--- src/rtl/alu_operand_regfile.sv ---
// Register file and registered operand-issue stage feeding the bitwise ALU slices.
// Provides R2/R3 snapshot operands with a valid/ready handshake and write-to-read bypass.
module alu_operand_regfile #(
    parameter int WIDTH  = 8,
    parameter int DEPTH  = 8,
    parameter int ADDR_W = 3
) (
    input  logic              clk,
    input  logic              rst_n,
    input  logic              rd_req,
    output logic              rd_ready,
    input  logic [ADDR_W-1:0] rs2_addr,
    input  logic [ADDR_W-1:0] rs3_addr,
    output logic              op_valid,
    input  logic              op_ready,
    output logic [WIDTH-1:0]  R2_out,
    output logic [WIDTH-1:0]  R3_out,
    input  logic              wr_en,
    input  logic [ADDR_W-1:0] wr_addr,
    input  logic [WIDTH-1:0]  wr_data
);

    localparam logic [ADDR_W:0] DEPTH_L = (ADDR_W + 1)'(DEPTH);

    logic [WIDTH-1:0] regs [DEPTH];
    logic             wr_hit;
    logic             issue;
    logic [WIDTH-1:0] rd2_val;
    logic [WIDTH-1:0] rd3_val;

    // Out-of-range addresses never write, so they also never bypass.
    assign wr_hit   = wr_en && ({1'b0, wr_addr} < DEPTH_L);
    assign rd_ready = !op_valid || op_ready;
    assign issue    = rd_req && rd_ready;

    always_comb begin
        rd2_val = '0;
        rd3_val = '0;
        if ({1'b0, rs2_addr} < DEPTH_L) begin
            rd2_val = (wr_hit && wr_addr == rs2_addr) ? wr_data : regs[rs2_addr];
        end
        if ({1'b0, rs3_addr} < DEPTH_L) begin
            rd3_val = (wr_hit && wr_addr == rs3_addr) ? wr_data : regs[rs3_addr];
        end
    end

    always_ff @(posedge clk) begin
        if (!rst_n) begin
            for (int i = 0; i < DEPTH; i++) begin
                regs[i] <= '0;
            end
            op_valid <= 1'b0;
            R2_out   <= '0;
            R3_out   <= '0;
        end else begin
            if (wr_hit) begin
                regs[wr_addr] <= wr_data;
            end
            if (issue) begin
                op_valid <= 1'b1;
                R2_out   <= rd2_val;
                R3_out   <= rd3_val;
            end else if (op_ready) begin
                op_valid <= 1'b0;
            end
        end
    end

endmodule

--- config.mk ---
export PLATFORM = sky130hd
export DESIGN_NAME = alu_operand_regfile
export DESIGN_NICKNAME = d
export VERILOG_FILES = /design/src/rtl/alu_operand_regfile.sv
export SDC_FILE = /design/constraint.sdc
export NUM_CORES = 1
export LEC_CHECK = 0
export CAP_MARGIN = 25
export CORE_MARGIN = 3
export CORE_UTILIZATION = 52
export DETAILED_ROUTE_END_ITERATION = 7
export PLACE_DENSITY_LB_ADDON = 0.3
export SLEW_MARGIN = 5
export SYNTH_ARGS = -nofsm -noshare
export SYNTH_HDL_FRONTEND = slang
export SYNTH_SLANG_ARGS = --single-unit
--- constraint.sdc ---
create_clock -name clk -period 2.4 [get_ports clk]
set_clock_uncertainty 0.1 [all_clocks]
set_input_delay 0.72 -clock clk [delete_from_list [all_inputs] [get_ports clk]]
set_output_delay 0.72 -clock clk [all_outputs]
set_load 0.02 [all_outputs]
==> flow_summary.yaml, run 1 <==
logic_synthesis:
  yosysTopAreaCellShare_pct: 46.27
  synthSimpleGateAreaFrac_pct: 12.62
  synth.cell_area_um2: 4154
  synth-compound-area-share_pct: 8.163
  ys_ff_latch: 81
  synth_nets: 351
  synth_top_family_by_area: "multiplexers"
  muxShareOfSynthArea_pct: 18.95
  yosysTopAreaCell: "edfxtp_1"
  synth_area_leaders: "edfxtp_1, mux2i_1, dfxtp_1"
  synthArstFlopShare_pct: 0
  synth_flop_cell: "edfxtp_1"
  synthTopCellsByCount: "edfxtp_1, nor3_1, mux2i_1"
  synth_most_common_cell: "edfxtp_1"
  yosys_warnings: 0
  synth_edf_count: 64
  synth-adder-area-share_pct: 0
  synth_cell_type_count: 32
  yosysSeqAreaShare_pct: 54.46
  syn_inst: 329
  synthXorXnorAreaFrac_pct: 1.265
  syn_avg_cell_area_um2: 12.63
clock_network:
  tritoncts: "built"
  post-cts-setup-buffers: 0
  root_buffer: "clkbuf_8"
  clkSlewWorstSetupHoldPaths_ps: 90
  clock_latency_ps: 350
  hold_buffers: 0
  cts_sinks: 81
  clockBufferDepth: 2
  htree_num_levels: 3
  cts_buffers: 9
floorplan:
  io_pins: 40
  dieHeight_um: 95.38
  core_area_um2: 7486
  rows: 31
  die_x_um: 95.38
  initial_core_util_pct: 55.49
  dieArea_um2: 9097
global_routing:
  grt_max_degree: 33
  grt_remaining_overflow: 0
  first_global_vias: 3061
  track_usage_pct: 23.84
  antenna_found_initial: 0
  grt_pass1_wl_um: 16080
pwr:
  switching_share_pct: 26.06
  seqPwrFrac_pct: 51.9
  p_leak_nw: 1.792
  power_density_nw_per_um2: 638.2
  power_frac_comb_pct: 16.6
  power.total_mw: 3.209
  clkPwrFrac_pct: 31.6
  max-vdd-ir-drop_mv: 0.2705
  switchingPower_uw: 836.5
  p_int_mw: 2.373
worst_setup_path:
  critPathArrivalTime_ps: 1540
  crit_type: "in2out"
  cp.required_ps: 1580
  endpoint_kind: "output pin"
  start_kind: "primary input"
  critPathMaxFanout: 2
timing:
  timing.hold.ws_ps: 376.1
  worst_pin_slew_ps: 653.1
  hold_violations: 0
  rsz0062_at_grt: "no"
  fmax_mhz: 423.2
  fin_crit_sh_pct: 98.46
  finalMaxSlewViolations: 0
  slew_headroom_pct: 56.37
  layout_min_cycle_time_ps: 2363
  setup_viol: 0
  setup_slack_ps: 36.84
placed_design:
  portBuffers: 39
  dp_hpwl_um: 7667
  gp_congestion: 0.8480
  pre_cts_ws_ps: -299.9
drt:
  drc: 0
  via_per_inst: 6.333
  firstDrtPassIters: 5
  drt-wirelength-per-cell_um: 20.85
  vias: 3116
  first_iter_violations: 259
  ant_nets: 0
  drt-total-wl_um: 10260
outcome:
  status: "complete, no violations"
final_layout:
  antenna_cells: 0
  layout.nets: 410
  drive_gt1_share_pct: 16.54
  multi_input_area_um2: 1703
  seqCellArea_um2: 2262
  n_fill_cell: 540
  area_growth_pct: 21.05
job:
  cap_violations: 0
min_path:
  hold_path.class: "reg2reg"
==> power groups by stage <==
stage	Combinational, mW	Sequential [mW]	Clock [mW]
floorplan	0.280	1.71	0
global placement	0.516	1.69	0
detailed placement	0.529	1.70	0
CTS	0.531	1.66	1.02
global route	0.570	1.67	1.08
finish	0.532	1.66	1.01
==> area by class of cell <==
type | instances | area share [%]
well taps | 99 | 2.463
clock inverters | 4 | 1.020
multi-input cells | 210 | 33.86
inverters | 9 | 0.6718
flip-flops and latches | 81 | 44.99
clock buffers | 12 | 2.886
repair buffers | 77 | 14.11
==> sequential cells by signal, summed over array words and instances, names as in the netlist <==
| register | cells |
|---|---|
| op_valid | 1 |
| regs | 64 |
| R2_out | 8 |
| R3_out | 8 |
==> metrics by stage <==
stage | TNS, ps | cells | cell area [µm²] | utilization (%)
finish | 0 | 492 | 5029 | 67.17
global route | 0 | 492 | 5029 | 67.17
detailed placement | -4542 | 476 | 4831 | 64.53
CTS | 0 | 492 | 5029 | 67.17
floorplan | 0 | 329 | 4154 | -
global placement | -3701 | 476 | 4831 | 64.53
==> metal layers <==
| layer | vias to the layer above | global-route usage, % | part of all wire (%) |
|---|---|---|---|
| met2 | 127 | 42.92 | 51 |
| met1 | 1552 | 30.30 | 42 |
| met4 | 0 | 4.621 | 0.92 |
| met3 | 8 | 4.262 | 6.6 |
| li1 | 1429 | - | - |
| met5 | - | 0 | 0 |
==> final timing paths <==
check / cells past startpoint / slack, ps / endpoint / start
hold / removal: 2 / 380 / R2_out[6] / R2_out[6]
setup reg to reg: 3 / 890 / R2_out[2] / regs[3][2]
setup / recovery: 3 / 40 / rd_ready / op_ready
hold reg to reg: 2 / 380 / R2_out[6] / R2_out[6]
==> worst max-delay path, cell delays in order <==
cell,delay [ps]
clkdlybuf4s50_1,450
nand2b_1,110
clkdlybuf4s15_2,260
==> cell usage in the layout (no fill, tap or decap), types with 2 or more instances in the layout <==
master and instances:
nand3_1 2, buf_4 35, edfxtp_1 64, dfxtp_1 17, nand2b_1 3, nor4_1 16, clkbuf_8 10, clkinv_1 8
nor2b_1 2, a21o_1 2, clkbuf_1 2, mux4_2 9, a22oi_1 16, nor3_1 49, nand2_1 27, o221ai_1 16
buf_12 3, clkdlybuf4s50_1 37, xor2_1 6, o31ai_1 2, mux4_1 7, mux2i_1 40, o21ai_0 6
==> logic make-up (layout without fill, tap and decap cells) <==
kind of cell	count (synthesis)	after routing
buf+inv	38	102
mux	56	56
xor+xnor	6	6
compound gates	44	44
simple gates	104	104
flops	81	81
==> timing repair <==
item	in CTS	in global routing
gates resized for setup	3	0
setup endpoints to repair	1	0
hold endpoints to repair	0	0
Power figures use the tool's default switching activity.
==> run 2, diff against run 1 <==
--- a/config.mk
+++ b/config.mk
@@ -7,9 +7,10 @@
 export LEC_CHECK = 0
 export CAP_MARGIN = 25
 export CORE_MARGIN = 3
-export CORE_UTILIZATION = 52
+export CORE_UTILIZATION = 54
+export CTS_BUF_LIST = sky130_fd_sc_hd__clkbuf_8
 export DETAILED_ROUTE_END_ITERATION = 7
-export PLACE_DENSITY_LB_ADDON = 0.3
+export PLACE_DENSITY = 0.89
 export SLEW_MARGIN = 5
 export SYNTH_ARGS = -nofsm -noshare
 export SYNTH_HDL_FRONTEND = slang
==> run 2 against run 1 <==
Final cell count shrank 0.41%; sequential power about the same; largest cell class unchanged; clock-buffer cell count shrank 3; die area shrank 3.5%; core utilization grew 0.91 points; register-to-register slack about the same; critical endpoint unchanged; design area down 0.22%.
==> flow_summary.yaml, run 2 (synthesized netlist as in run 1, its figures left out) <==
global_routing:
  grt_remaining_overflow: 0
  grt-busiest-layer: "met2"
  use_met2_pct: 39.74
  grt_pass1_wl_um: 16910
  first_global_vias: 3089
  antenna_found_initial: 0
  grt_max_degree: 33
  track_usage_pct: 25.82
  grtUsageMet3_pct: 4.728
  grtUsageMet1_pct: 35.80
final_layout:
  final_common_cell: "edfxtp_1"
  seqCellArea_um2: 2262
  area_growth_pct: 20.78
  drive_gt1_share_pct: 16.37
  top_regs: "regs (64), R2_out (8), R3_out (8)"
  layout_common_cells: "edfxtp_1, nor3_1, mux2i_1"
  design_area_um2: 5017
  layout.nets: 408
  largest_register_ffs: 64
  n_fill_cell: 488
  multi_input_area_um2: 1703
  regMostFlops: "regs"
  antenna_cells: 0
pwr:
  clkPwrFrac_pct: 31.4
  p_leak_nw: 1.788
  power_frac_comb_pct: 16.3
  switchingPower_uw: 865.6
  power.total_mw: 3.215
  max-vdd-ir-drop_mv: 0.2606
  switching_share_pct: 26.92
  power_density_nw_per_um2: 640.8
  seqPwrFrac_pct: 52.3
  p_int_mw: 2.349
outcome:
  status: "complete, no violations"
worst_setup_path:
  reg2reg_depth: 3
  endpoint_kind: "output pin"
  reg2reg_to: "R2_out[1]"
  worstReg2RegStart: "regs[3][1]"
  critPathMaxFanout: 2
  cp.required_ps: 1580
  critPathArrivalTime_ps: 1560
  start_kind: "primary input"
  crit_type: "in2out"
  reg2reg_slack_ps: 890
placed_design:
  portBuffers: 39
  dp_hpwl_um: 7764
  placed_cell_area_um2: 4816
  gp_congestion: 0.8575
drt:
  drc: 0
  first_iter_violations: 504
  ant_nets: 0
  via_per_inst: 6.688
  drt-wirelength-per-cell_um: 21.82
  vias: 3277
  firstDrtPassIters: 5
  drt-total-wl_um: 10690
floorplan:
  initial_core_util_pct: 56.37
  die_x_um: 93.71
  dieHeight_um: 93.71
  rows: 31
  core_area_um2: 7370
  io_pins: 40
  dieArea_um2: 8781
timing:
  hold_violations: 0
  setup_viol: 0
  slew_headroom_pct: 50.95
  tns_ps: 0
  fin_crit_sh_pct: 99.06
  timing.hold.ws_ps: 375.9
  rsz0062_at_grt: "no"
  layout_min_cycle_time_ps: 2377
  worst_pin_slew_ps: 734.2
  finalMaxSlewViolations: 0
  fmax_mhz: 420.6
job:
  cap_violations: 0
clock_network:
  cts_buffers: 9
  clkSlewWorstSetupHoldPaths_ps: 90
  clockBufferDepth: 2
  htree_num_levels: 3
  post-cts-setup-buffers: 0
  root_buffer: "clkbuf_8"
  cts_sinks: 81
  clock_latency_ps: 350
  tritoncts: "built"
min_path:
  holdPathEnd: "R2_out[4]"
  hold_path.class: "reg2reg"
  min_from: "R2_out[4]"
  hold_depth: 2
## run 2: changes by cell type in the layout (fill, tap and decap cells not counted), sizes merged
cell	change
inv	+2
clkinv	+2
clkbuf	-3
clkinvlp	-1
buf	-2
## run 2: critical path, stage by stage
cell	delay, ps
clkdlybuf4s50_1	460
nand2b_1	120
clkdlybuf4s15_2	260
## run 2: layout make-up
type	count	share of cell area, %
Sequential cell	81	45.09
Clock buffer	9	2.469
Inverter	9	0.6733
Timing Repair Buffer	75	13.84
Clock inverter	7	1.521
Tap cell	99	2.469
Multi-Input combinational cell	210	33.94
## run 2: how the worst max path moves through the flow
stage	from	to	slack [ps]	depth (start not counted)
floorplan	wr_addr[1]	regs[0][0]	90	3
global placement	op_ready	rd_ready	-310	3
detailed placement	op_ready	rd_ready	-320	3
CTS	op_ready	rd_ready	20	3
global route	op_ready	rd_ready	4	3
finish	op_ready	rd_ready	20	3
## run 2: timing repair
| action | 4_1_cts | 5_1_grt |
|---|---|---|
| setup endpoints to repair | 1 | 0 |
| resized for setup | 3 | 0 |
| hold buffers | 0 | 0 |
## run 2: power groups by stage
stage	registers (mW)	logic (mW)	clock network, mW
finish	1.68	0.525	1.01
global route	1.69	0.559	1.09
CTS	1.67	0.519	1.02
detailed placement	1.71	0.514	0
global placement	1.69	0.501	0
floorplan	1.71	0.280	0
## run 2: through the flow
stage / cells / worst slack [ps] / util [%]
finish: 490 / 22.65 / 68.08
global route: 490 / 4.007 / 68.08
CTS: 490 / 22.38 / 68.08
detailed placement: 474 / -315.4 / 65.35
global placement: 474 / -306.4 / 65.35
floorplan: 329 / 90.72 / -
## run 2: per-layer routing
layer	routed length (µm)	part of all wire (%)	vias to the layer above
met5	0	0	-
met4	352	3.3	0
met3	1244	12	40
met2	5055	47	255
met1	4041	38	1554
li1	-	-	1428
==> patch: new RTL, config.mk and constraints of run 1 <==
Reset style: asynchronous (`rst_n`), changed in one clocked block.
--- a/src/rtl/alu_operand_regfile.sv
+++ b/src/rtl/alu_operand_regfile.sv
@@ -44,7 +44,7 @@
         end
     end
 
-    always_ff @(posedge clk) begin
+    always_ff @(posedge clk or negedge rst_n) begin
         if (!rst_n) begin
             for (int i = 0; i < DEPTH; i++) begin
                 regs[i] <= '0;
Behaviour: differs if rst_n is asserted again (counterexample within 4 cycles, from zero or initial values and one cycle with rst_n low); with rst_n held inactive, the same outputs for 4 cycles.
==> patch against run 1 <==
- sequential cell count is the same
- global-route usage shrank 3.4 points
- register-to-register slack lost 0.19 ns
- count of clock-buffer cells in the layout is 1 lower
- setup slack improved by 0.084 ns
- largest cell class is now multi-input gates
- cell area up 4.1%
- routed wire length is 4.2% lower
- highest routed layer unchanged
- synthesized cell count decreased by 16%
- critical path type unchanged
- area after synthesis up 6.5%
Power is not compared: it rests on default switching activity, and its combinational part moved more than twofold at a synthesized area within 25%.
==> patch: results (changes against run 1) <==
status finished, final reports clean (unchanged); Reg-to-Reg Start regs[33] (was regs[3][2]); first-pass GRT wire length 15000 um (was 16100 um); met3 GRT Util 2.71% (was 4.26%); total power 4080 uW; VDD IR max 372 uV; met2 wire length 5140 um (was 5230 um); CP peak stage delay 0.46 ns; Seq/Total Area, Yosys 45.8% (was 54.5%); crit path launch op_ready (unchanged); cts bufs inserted 9 (unchanged); I/O Buffers 39 (unchanged); Async SR Flop Fraction 100% (was 0%); CP Data Arrival Time 1.46 ns (was 1.54 ns); Synth Warn # 0 (unchanged); Total Wirelength 9820 um (was 10300 um); largest net degree at the start of global routing 52 (was 33); Clock Pin Slew Worst Setup and Hold Paths 0.10 ns; Total GRT Usage 20.4% (was 23.8%); TritonRoute pass-1 iters 4 (was 5); sw frac 29.0%; crit-path max FO 2 (unchanged); Primary FF master, synth dfrtp_1 (was edfxtp_1); top post-synthesis cells by area dfrtp_1 46%, mux4_1 17%, mux2_2 16% (was edfxtp_1 46%, mux2i_1 9.6%, dfxtp_1 8.2%); Top reg by flops regs (unchanged); met1 WL 4040 um (was 4260 um); P_leak 0.00226 uW; max layer used met4 (unchanged); sequential power 1890 uW; via count 2695 (was 3116); Synth top cells by count 81 x dfrtp_1, 64 x mux2_2, 28 x mux4_1 (was 64 x edfxtp_1, 49 x nor3_1, 40 x mux2i_1); final std cells w/o fill 444 (was 492); Cells after DPL 426 (was 476); clock share of power roughly 26%; antenna violations before repair 0 (unchanged); syn avg cell area 16.0 sq um (was 12.6 sq um); Placed Area 4990 sq um (was 4830 sq um); M1 GR Usage 27.1% (was 30.3%); biggest regs regs: 64 flops, R2_out: 8 flops, R3_out: 8 flops (unchanged); gpl congestion 0.817 (was 0.848); synthesized net count 299 (was 351); nets 356 (was 410); CP delay by family, top buffers and inverters (unchanged); H-tree Lvls 3 (unchanged); CTS Buffer Depth 2 (unchanged); Worst Tran Pin Value 0.588 ns (was 0.653 ns); DR iter-0 viols 127 (was 259); FILL cells 611 (was 540); DP Wirelength 6930 um (was 7670 um); Hold WC Path Type input port to async pin (was register to register); GR Layer Usage met2 34.5% (was 42.9%); met3 wire length 483 um (was 673 um); Slowest-stage cell, CP clkdlybuf4s50_1 (unchanged); post-synth cell types 28 (was 32); Place WS -0.374 ns (was -0.300 ns); clock latency on the worst-skew pair roughly 0.36 ns; share of cells above drive strength 1 38.1% (was 16.5%); clock root cell clkbuf_8 (unchanged); ANT cells 0 (unchanged)
patch: worst paths after layout:
path                             end  slack, ns  depth (start not counted)
min reg2reg                R2_out[1]       0.42                          1
min                        R3_out[5]       0.17                          1
max reg2reg                R2_out[1]       0.70                          4
max                         rd_ready       0.12                          3
max in group asynchronous   regs[49]       1.41                          2
min in group clk           R2_out[1]       0.42                          1
patch: logic make-up after synthesis:
logic type / share of synthesized area, %
and+or+nand+nor: 4.95
xor gates and xnor gates: 1.19
DFF: 45.8
muxes: 38.6
buffers and inverters: 5.82
AOI/OAI and AO/OA: 3.62
patch: area by class of cell:
type,instances,area [sq um],area share (%)
clock buffers,11,141,2.70
clock inverters,5,63.8,1.22
multi-input cells,167,2150,41.0
flip-flops and latches,81,2030,38.7
well taps,105,131,2.51
repair buffers,75,722,13.8
patch: repair_timing:
item | 4_1_cts | 5_1_grt
endpoints found under the setup margin | 3 | 6
setup buffers | 0 | 1
hold buffers | 0 | 0
gates resized for setup | 5 | 3
gates cloned | 0 | 1
